[src/rtl/ula_arbiter_if.sv]
// Bundles the two requester channels, the ALU operand/result path and the shared
// response channel of ula_arbiter. The arbiter uses the slave modport.
interface ula_arbiter_if #(
  parameter int unsigned DATA_W = 8,
  parameter int unsigned OP_W   = 3
);
  logic              rq0_valid;
  logic              rq0_ready;
  logic [DATA_W-1:0] rq0_a;
  logic [DATA_W-1:0] rq0_b;
  logic [OP_W-1:0]   rq0_op;

  logic              rq1_valid;
  logic              rq1_ready;
  logic [DATA_W-1:0] rq1_a;
  logic [DATA_W-1:0] rq1_b;
  logic [OP_W-1:0]   rq1_op;

  logic [DATA_W-1:0] alu_a;
  logic [DATA_W-1:0] alu_b;
  logic [OP_W-1:0]   alu_op;
  logic [DATA_W-1:0] alu_x;

  logic              rs_valid;
  logic              rs_ready;
  logic              rs_id;
  logic [DATA_W-1:0] rs_data;

  modport slave (
    input  rq0_valid, rq0_a, rq0_b, rq0_op,
    output rq0_ready,
    input  rq1_valid, rq1_a, rq1_b, rq1_op,
    output rq1_ready,
    output alu_a, alu_b, alu_op,
    input  alu_x,
    output rs_valid, rs_id, rs_data,
    input  rs_ready
  );

  modport master (
    output rq0_valid, rq0_a, rq0_b, rq0_op,
    input  rq0_ready,
    output rq1_valid, rq1_a, rq1_b, rq1_op,
    input  rq1_ready,
    input  alu_a, alu_b, alu_op,
    output alu_x,
    input  rs_valid, rs_id, rs_data,
    output rs_ready
  );
endinterface

[src/rtl/ula_arbiter.sv]
// Two-requester arbiter in front of one shared combinational ALU; one operation in flight.
// Optional grant counters are built when ULA_ARB_STATS_EN is defined.
module ula_arbiter #(
  parameter int unsigned DATA_W   = 8,
  parameter int unsigned OP_W     = 3,
  parameter int unsigned FIX_PRIO = 0
) (
  input  logic            clk,
  input  logic            rst_n,
  ula_arbiter_if.slave    bus
`ifdef ULA_ARB_STATS_EN
  ,
  input  logic            stats_clr,
  output logic [15:0]     gnt0_cnt,
  output logic [15:0]     gnt1_cnt
`endif
);

  typedef enum logic [1:0] {StIdle, StExec, StResp} state_e;

  state_e            state_q, state_d;
  logic [DATA_W-1:0] alu_a_q, alu_a_d;
  logic [DATA_W-1:0] alu_b_q, alu_b_d;
  logic [OP_W-1:0]   alu_op_q, alu_op_d;
  logic [DATA_W-1:0] rs_data_q, rs_data_d;
  logic              rs_valid_q, rs_valid_d;
  logic              rs_id_q, rs_id_d;
  logic              id_q, id_d;
  logic              last_grant_q, last_grant_d;
  logic              gnt0, gnt1;

  always_ff @(posedge clk or negedge rst_n) begin
    if (!rst_n) begin
      state_q      <= StIdle;
      alu_a_q      <= '0;
      alu_b_q      <= '0;
      alu_op_q     <= '0;
      rs_data_q    <= '0;
      rs_valid_q   <= 1'b0;
      rs_id_q      <= 1'b0;
      id_q         <= 1'b0;
      last_grant_q <= 1'b1;
    end else begin
      state_q      <= state_d;
      alu_a_q      <= alu_a_d;
      alu_b_q      <= alu_b_d;
      alu_op_q     <= alu_op_d;
      rs_data_q    <= rs_data_d;
      rs_valid_q   <= rs_valid_d;
      rs_id_q      <= rs_id_d;
      id_q         <= id_d;
      last_grant_q <= last_grant_d;
    end
  end

  always_comb begin
    state_d      = state_q;
    alu_a_d      = alu_a_q;
    alu_b_d      = alu_b_q;
    alu_op_d     = alu_op_q;
    rs_data_d    = rs_data_q;
    rs_valid_d   = rs_valid_q;
    rs_id_d      = rs_id_q;
    id_d         = id_q;
    last_grant_d = last_grant_q;
    unique case (state_q)
      StIdle: begin
        if (bus.rq1_ready) begin
          state_d      = StExec;
          alu_a_d      = bus.rq1_a;
          alu_b_d      = bus.rq1_b;
          alu_op_d     = bus.rq1_op;
          id_d         = 1'b1;
          last_grant_d = 1'b1;
        end else if (bus.rq0_ready) begin
          state_d      = StExec;
          alu_a_d      = bus.rq0_a;
          alu_b_d      = bus.rq0_b;
          alu_op_d     = bus.rq0_op;
          id_d         = 1'b0;
          last_grant_d = 1'b0;
        end
      end
      StExec: begin
        state_d    = StResp;
        rs_data_d  = bus.alu_x;
        rs_id_d    = id_q;
        rs_valid_d = 1'b1;
      end
      StResp: begin
        if (bus.rs_ready) begin
          state_d    = StIdle;
          rs_valid_d = 1'b0;
        end
      end
      default: state_d = StIdle;
    endcase
  end

  // Ready doubles as the handshake: grants already include the requester's valid.
  always_comb begin
    gnt0 = bus.rq0_valid & (~bus.rq1_valid | (FIX_PRIO != 0) | last_grant_q);
    gnt1 = bus.rq1_valid & ~gnt0;
    bus.rq0_ready = (state_q == StIdle) & gnt0;
    bus.rq1_ready = (state_q == StIdle) & gnt1;
    bus.alu_a     = alu_a_q;
    bus.alu_b     = alu_b_q;
    bus.alu_op    = alu_op_q;
    bus.rs_valid  = rs_valid_q;
    bus.rs_id     = rs_id_q;
    bus.rs_data   = rs_data_q;
  end

`ifdef ULA_ARB_STATS_EN
  logic [15:0] gnt0_cnt_q, gnt0_cnt_d;
  logic [15:0] gnt1_cnt_q, gnt1_cnt_d;

  always_ff @(posedge clk or negedge rst_n) begin
    if (!rst_n) begin
      gnt0_cnt_q <= '0;
      gnt1_cnt_q <= '0;
    end else begin
      gnt0_cnt_q <= gnt0_cnt_d;
      gnt1_cnt_q <= gnt1_cnt_d;
    end
  end

  // Clear has priority over a same-cycle grant; counts saturate instead of wrapping.
  always_comb begin
    gnt0_cnt_d = gnt0_cnt_q;
    gnt1_cnt_d = gnt1_cnt_q;
    if (stats_clr) begin
      gnt0_cnt_d = '0;
      gnt1_cnt_d = '0;
    end else begin
      if (bus.rq0_ready && gnt0_cnt_q != 16'hFFFF) gnt0_cnt_d = gnt0_cnt_q + 16'd1;
      if (bus.rq1_ready && gnt1_cnt_q != 16'hFFFF) gnt1_cnt_d = gnt1_cnt_q + 16'd1;
    end
  end

  assign gnt0_cnt = gnt0_cnt_q;
  assign gnt1_cnt = gnt1_cnt_q;
`endif

endmodule

[src/flat_wrapper.sv]
// flat-port wrapper written by rule: the top's interface ports become plain ports
module ula_arbiter_flat 
#(
  parameter int unsigned DATA_W   = 8,
  parameter int unsigned OP_W     = 3,
  parameter int unsigned FIX_PRIO = 0
)
  (clk, rst_n, bus_rq0_valid, bus_rq0_a, bus_rq0_b, bus_rq0_op, bus_rq0_ready, bus_rq1_valid, bus_rq1_a, bus_rq1_b, bus_rq1_op, bus_rq1_ready, bus_alu_a, bus_alu_b, bus_alu_op, bus_alu_x, bus_rs_valid, bus_rs_id, bus_rs_data, bus_rs_ready);
  ula_arbiter_if #(.DATA_W(DATA_W), .OP_W(OP_W)) bus_i ();
  input  logic clk;
  input  logic rst_n;
  input wire logic [$bits(bus_i.rq0_valid)-1:0] bus_rq0_valid;
  input wire logic [$bits(bus_i.rq0_a)-1:0] bus_rq0_a;
  input wire logic [$bits(bus_i.rq0_b)-1:0] bus_rq0_b;
  input wire logic [$bits(bus_i.rq0_op)-1:0] bus_rq0_op;
  output wire logic [$bits(bus_i.rq0_ready)-1:0] bus_rq0_ready;
  input wire logic [$bits(bus_i.rq1_valid)-1:0] bus_rq1_valid;
  input wire logic [$bits(bus_i.rq1_a)-1:0] bus_rq1_a;
  input wire logic [$bits(bus_i.rq1_b)-1:0] bus_rq1_b;
  input wire logic [$bits(bus_i.rq1_op)-1:0] bus_rq1_op;
  output wire logic [$bits(bus_i.rq1_ready)-1:0] bus_rq1_ready;
  output wire logic [$bits(bus_i.alu_a)-1:0] bus_alu_a;
  output wire logic [$bits(bus_i.alu_b)-1:0] bus_alu_b;
  output wire logic [$bits(bus_i.alu_op)-1:0] bus_alu_op;
  input wire logic [$bits(bus_i.alu_x)-1:0] bus_alu_x;
  output wire logic [$bits(bus_i.rs_valid)-1:0] bus_rs_valid;
  output wire logic [$bits(bus_i.rs_id)-1:0] bus_rs_id;
  output wire logic [$bits(bus_i.rs_data)-1:0] bus_rs_data;
  input wire logic [$bits(bus_i.rs_ready)-1:0] bus_rs_ready;
  assign bus_i.rq0_valid = bus_rq0_valid;
  assign bus_i.rq0_a = bus_rq0_a;
  assign bus_i.rq0_b = bus_rq0_b;
  assign bus_i.rq0_op = bus_rq0_op;
  assign bus_rq0_ready = bus_i.rq0_ready;
  assign bus_i.rq1_valid = bus_rq1_valid;
  assign bus_i.rq1_a = bus_rq1_a;
  assign bus_i.rq1_b = bus_rq1_b;
  assign bus_i.rq1_op = bus_rq1_op;
  assign bus_rq1_ready = bus_i.rq1_ready;
  assign bus_alu_a = bus_i.alu_a;
  assign bus_alu_b = bus_i.alu_b;
  assign bus_alu_op = bus_i.alu_op;
  assign bus_i.alu_x = bus_alu_x;
  assign bus_rs_valid = bus_i.rs_valid;
  assign bus_rs_id = bus_i.rs_id;
  assign bus_rs_data = bus_i.rs_data;
  assign bus_i.rs_ready = bus_rs_ready;
  ula_arbiter #(.DATA_W(DATA_W), .OP_W(OP_W), .FIX_PRIO(FIX_PRIO)) u_core (.clk(clk), .rst_n(rst_n), .bus(bus_i));
endmodule
[config.mk]
export PLATFORM = sky130hd
export DESIGN_NAME = ula_arbiter_flat
export DESIGN_NICKNAME = d
export VERILOG_FILES = /design/src/rtl/ula_arbiter_if.sv /design/src/rtl/ula_arbiter.sv /design/src/flat_wrapper.sv
export SDC_FILE = /design/constraint.sdc
export NUM_CORES = 1
export LEC_CHECK = 0
export ABC_AREA = 1
export BUFFER_PORTS_ARGS = -buffer_cell sky130_fd_sc_hd__buf_2
export CORE_MARGIN = 2
export CORE_UTILIZATION = 49
export DETAILED_ROUTE_END_ITERATION = 8
export PLACE_DENSITY = 0.85
export SETUP_SLACK_MARGIN = 0.3
export SLEW_MARGIN = 20
export SYNTH_ARGS = -nofsm -noshare
export SYNTH_HDL_FRONTEND = slang
export SYNTH_SLANG_ARGS = --single-unit
[constraint.sdc]
create_clock -name clk -period 2.4 [get_ports clk]
set_clock_uncertainty 0.1 [all_clocks]
set_input_delay 0 -clock clk [delete_from_list [all_inputs] [get_ports clk]]
set_output_delay 0 -clock clk [all_outputs]
set_load 0.02 [all_outputs]
After elaboration in Yosys (flattened, before gate mapping)
Cells that the tools add are included.
- bits in latches: 0
- bits in writable memories: 0
- logic and storage cells: 40
- memories: 0
- output and inout port bits: 31
- bits in registers: 33
- ROM bits: 0
- input bits: 51
- $add $sub $neg: 0
- multipliers: 0
- $lt $le $gt $ge: 0
- bitwise operators: 7
- reductions and logical operators: 6
- shift-type cells: 0
- div/mod/pow operators: 0
- muxes and demuxes: 14
- eq/ne operators: 4
- operators with widths (operator ; number):
    8-bit 2-to-1 mux ; 4
    2-bit 2-to-1 mux ; 3
    3-bit 2-to-1 mux ; 2
    2-bit case mux with 3 select lines ; 1
    2-bit AND reduction ; 3
    1-bit AND ; 4
    2-bit nonzero test ; 2
    1-bit 2-to-1 mux ; 3
    3-bit != test, second input constant ; 1
    2-bit by 1-bit == test with 1-bit output, second input constant ; 1
    2-bit == test, second input constant ; 1
    2-bit logical NOT ; 1
    2-bit != test, second input constant ; 1
    1-bit inverter ; 2
    1-bit case mux with 2 select lines ; 1
    1-bit bitwise OR ; 1

Logic depth before layout (Yosys ltp)
- depth after elaboration: 8
- gate-level depth with buffers: 7
- mapped depth without buffers: 6

Worst setup path before layout
OpenSTA, ideal clock, no wires.
- path type: reg2out
- from: register u_core.state_q[1]
- to: output bus_rq0_ready
- cell stages (with the launch flop): 5
- required time: 2.300 ns
- path slack: 0.943 ns
- path buffers: 1
- arrival: 1.357 ns
- cells stage by stage: dfrtp_1 -> nor2_2 -> buf_2 -> inv_1 -> a211oi_1
- longest elaborated chain between the ends: 2
- ends and longest elaborated chain (what ; line ; text):
    from (decl) ; ula_arbiter.sv:21 ; state_e state_q, state_d;
    from (signal assigned) ; ula_arbiter.sv:34 ; state_q <= StIdle;
    from (signal assigned) ; ula_arbiter.sv:44 ; state_q <= state_d;
    2-bit logical NOT ; ula_arbiter.sv:104 ; bus.rq0_ready = (state_q == StIdle) & gnt0;
    1-bit AND ; ula_arbiter.sv:104 ;
    to (decl) ; flat_wrapper.sv:16 ; output wire logic [$bits(bus_i.rq0_ready)-1:0] bus_rq0_ready;
No other way between the ends.

Worst setup path after layout
- from: register u_core.state_q[1]
- to: output bus_rq1_ready
- longest elaborated chain between the ends: 2
- ends and longest elaborated chain (what ; line ; text):
    2-bit logical NOT ; ula_arbiter.sv:105 ; bus.rq1_ready = (state_q == StIdle) & gnt1;
    1-bit AND ; ula_arbiter.sv:105 ;
    to (decl) ; flat_wrapper.sv:21 ; output wire logic [$bits(bus_i.rq1_ready)-1:0] bus_rq1_ready;
No other way between the ends.

==> results.txt <==
Setup repair after global routing left no endpoint under its margin. The clock insertion delay at the later pin of the skew report was 0.34 ns. The run gives 0 as the number of buffers inserted by post-CTS setup repair. In the post-route analysis, the smallest setup slack over all paths is 0.492 ns. The data required time of the worst path was 2.30 ns. From synthesis to final layout, the design area changed by 57.2%.

The detail-routed via count per cell is 4.76. Entering global routing, the biggest net connects 34 pins. Via count of the first global-routing pass: 1974. The tools report the internal power component as 1.46 mW. OpenSTA, run right after detailed placement, puts the worst setup slack at 0.500 ns.

Dividing the detail-routed wire length by the instance count gives 13.1 µm. The total overflow reported by the global router is 0, and the switching share of power is 47.8%. The maximum cell stage delay along the critical path is 0.47 ns. The highest clock frequency the design can meet is 524 MHz, and the relative contribution of combinational cells to total power is 53.7%. The weighted congestion at the end of routability-driven global placement was 0.774; the number of cell rows was 21. Setup violations remaining at the end of the flow were counted as 0.

Per report_power, the clock group accounts for 10.6% of the total. The run finished with clean final reports. The total buffers and inverters traversed by the critical path came out at 3. For the worst setup path, the data arrival time is 1.81 ns. Synthesis produced 225 cells. The worst slew margin relative to its limit is 42.1%.

The buffer cell driving the clock tree root is sky130_fd_sc_hd__clkbuf_4. The detailed-route DRC error count was 0; the highest net fanout along the worst path was 22. The die covers 0.00387 mm².

The layout cell share with drive strength beyond 1 was 28.0%. The number of antenna violations at the first check in global routing was 0; the boundary pin count was 82. For this run, the post-layout net count is 404.

In this run the worst hold path is classified as in -> async. The total negative setup slack is 0 ns, and the TritonCTS buffer count is 5. The number of clock sinks came out at 33. Counting distinct cell types in the post-synthesis netlist gives 16. 0 antenna diodes ended up in the layout. The region available for standard cell placement spans 0.00328 mm². The worst setup path is captured at an output port. The clock tree synthesis step divided the H-tree into 2 levels.

For this design the total switching power over the nets is 1.33 mW. The wire length after detailed routing was 5230 µm. The critical path goes through nor2_4, buf_4, nand2_2, inv_1, buf_2. The first global-routing pass estimated 8870 µm of wire. The cell family contributing the most delay on the critical path is simple AND/OR/NAND/NOR gates. Overall die height: 62.2 µm. In this run, synthesis produced a sequential element count of 33. The maximum buffer depth of the clock tree was 2. The iteration count of the initial detailed-routing pass was 4; the max capacitance violation total was 0.

The die is 62.2 µm wide. The fraction of the cycle the final worst path needs is 79.5%. The power per cell area came out at 1070 mW/mm². The tools report the startpoint kind of the worst setup timing path as a flop.

Counting I/O delays and the setup requirement, the final critical path takes 1.91 ns. The portion of the post-synthesis area used by sequential elements was 49.8%. When the netlist entered floorplanning its net count stood at 276.

For this design, the slowest cell found on the critical path is sky130_fd_sc_hd__dfrtp_1. The total global routing track utilization is 29.5%. The antenna violation net count after detailed routing is 0, and the number of port buffers is 81. Detailed placement ended at an HPWL of 2770 µm. The first routing iteration left 93 violations. Actual slew at the worst max-slew pin: 0.869 ns. The yosys synthesis warning count is 0, and the mean post-synth cell area is 7.38 µm². The share of total power dissipated in sequential elements is 35.7%.

The mapped netlist covers 0.00166 mm². For the count of final max-slew check failures, the log shows 0. The clock transition at the registers of the reported paths is 0.10 ns, and the via total after detailed routing is 1905. The starting utilization of the core area came out at 50.6%. The critical path in this run is classified as reg -> out. The number of endpoints with negative hold slack in the final report is 0. TritonCTS built the clock tree. The logs give 0.582 mV for the maximum ir drop on the vdd rail and 1.56 nW for the leakage dissipation.
per-layer routing:
metal | global-route usage [%] | wire, µm | up-vias
li1 | - | - | 927
met1 | 33.1 | 2060 | 862
met2 | 50.1 | 2610 | 88
met3 | 5.80 | 296 | 28
met4 | 21.4 | 262 | 0
met5 | 0 | 0 | -
repair_timing:
| action | in CTS | in global routing |
|---|---|---|
| cloned | 0 | 0 |
| hold buffers | 48 | 0 |
| endpoints found under the setup margin | 1 | 1 |
| hold endpoints to repair | 61 | 0 |
| gates resized for setup | 1 | 1 |
metrics by stage:
stage               hold WS, ns  utilization, %  instances  power [mW]  area (µm²)
CTS                       0.137            79.3        400        2.76        2610
global placement        -0.0104            63.0        344        2.36        2070
detailed placement      -0.0109            63.0        344        2.40        2070
floorplan                -0.396               -        225        1.98        1660
global route              0.165            79.5        400        3.02        2610
finish                    0.133            79.5        400        2.79        2610
cell usage in the layout (no fill, tap or decap):
master                          netlist  final
sky130_fd_sc_hd__nand2_1             84     83
sky130_fd_sc_hd__buf_2                6     81
sky130_fd_sc_hd__dlygate4sd3_1        0     48
sky130_fd_sc_hd__inv_1               46     46
sky130_fd_sc_hd__nand3_1             39     39
sky130_fd_sc_hd__dfrtp_1             32     32
sky130_fd_sc_hd__clkbuf_4             0      5
sky130_fd_sc_hd__o21ai_0              4      4
sky130_fd_sc_hd__buf_4                3      3
sky130_fd_sc_hd__inv_2                2      2
sky130_fd_sc_hd__nor2_4               1      2
sky130_fd_sc_hd__clkinv_2             0      2
sky130_fd_sc_hd__a21oi_2              1      1
sky130_fd_sc_hd__nand2_2              0      1
sky130_fd_sc_hd__a211oi_1             1      1
sky130_fd_sc_hd__o21ai_2              1      1
sky130_fd_sc_hd__o21ai_1              1      1
sky130_fd_sc_hd__clkbuf_1             0      1
sky130_fd_sc_hd__dfstp_2              1      1
power by group through the flow:
stage | Combinational [mW] | Sequential (mW) | Clock [mW]
finish | 1.50 | 0.998 | 0.296
global route | 1.66 | 1.03 | 0.331
detailed placement | 1.41 | 0.991 | 0
floorplan | 0.694 | 1.29 | 0
CTS | 1.47 | 0.987 | 0.299
global placement | 1.37 | 0.990 | 0
Yosys cell counts, drive strengths merged:
| master | n | area (µm²) |
|---|---|---|
| a21oi | 1 | 8.76 |
| buf | 11 | 75.1 |
| inv | 48 | 180 |
| nor2 | 2 | 17.5 |
| dfstp | 1 | 26.3 |
| o21ai | 6 | 33.8 |
| a211oi | 1 | 7.51 |
| nand2 | 84 | 315 |
| nand3 | 39 | 195 |
| dfrtp | 32 | 801 |
cell families (layout without fill, tap and decap cells):
logic type / Yosys count / count (layout) / share of synthesized area, %
AOI/OAI and AO/OA: 8 / 8 / 3.01
buffers and inverters: 59 / 188 / 15.4
DFF: 33 / 33 / 49.8
and+or+nand+nor: 125 / 125 / 31.8
worst paths after layout:
| check | start | endpoint | slack (ns) | cells after the start |
|---|---|---|---|---|
| hold reg to reg | u_core.bus.rs_data[3] | u_core.bus.rs_data[3] | 0.37 | 2 |
| max in group asynchronous | rst_n | u_core.bus.rs_data[3] | 1.61 | 2 |
| setup reg to reg | u_core.state_q[1] | u_core.bus.alu_a[3] | 0.57 | 5 |
| hold / removal | rst_n | u_core.bus.alu_op[2] | 0.13 | 2 |
| min in group clk | bus_rq1_valid | u_core.bus.alu_a[3] | 0.13 | 4 |
| setup / recovery | u_core.state_q[1] | bus_rq1_ready | 0.49 | 5 |
registers in the layout (all words and copies together) (netlist names):
name                 cells
u_core.bus.alu_a         8
u_core.bus.alu_b         8
u_core.bus.rs_data       8
u_core.bus.alu_op        3
u_core.state_q           2
u_core.bus.rs_id         1
u_core.bus.rs_valid      1
u_core.id_q              1
u_core.last_grant_q      1
final cells by class:
class                           instances  area [µm²]
Timing Repair Buffer                  132         908
Tap cell                               46        57.6
Clock buffer                            6        41.3
Inverter                               48         180
Clock inverter                          2        10.0
Multi-Input combinational cell        133         586
Fill cell                             222         674
Sequential cell                        33         827
worst register-to-register path, stage by stage, from the launching register on:
cell and delay, ns:
sky130_fd_sc_hd__dfrtp_1 0.47, sky130_fd_sc_hd__nor2_4 0.24, sky130_fd_sc_hd__o21ai_2 0.29, sky130_fd_sc_hd__inv_2 0.41, sky130_fd_sc_hd__nand3_1 0.19, sky130_fd_sc_hd__nand2_1 0.09
Power figures use the tool's default switching activity.
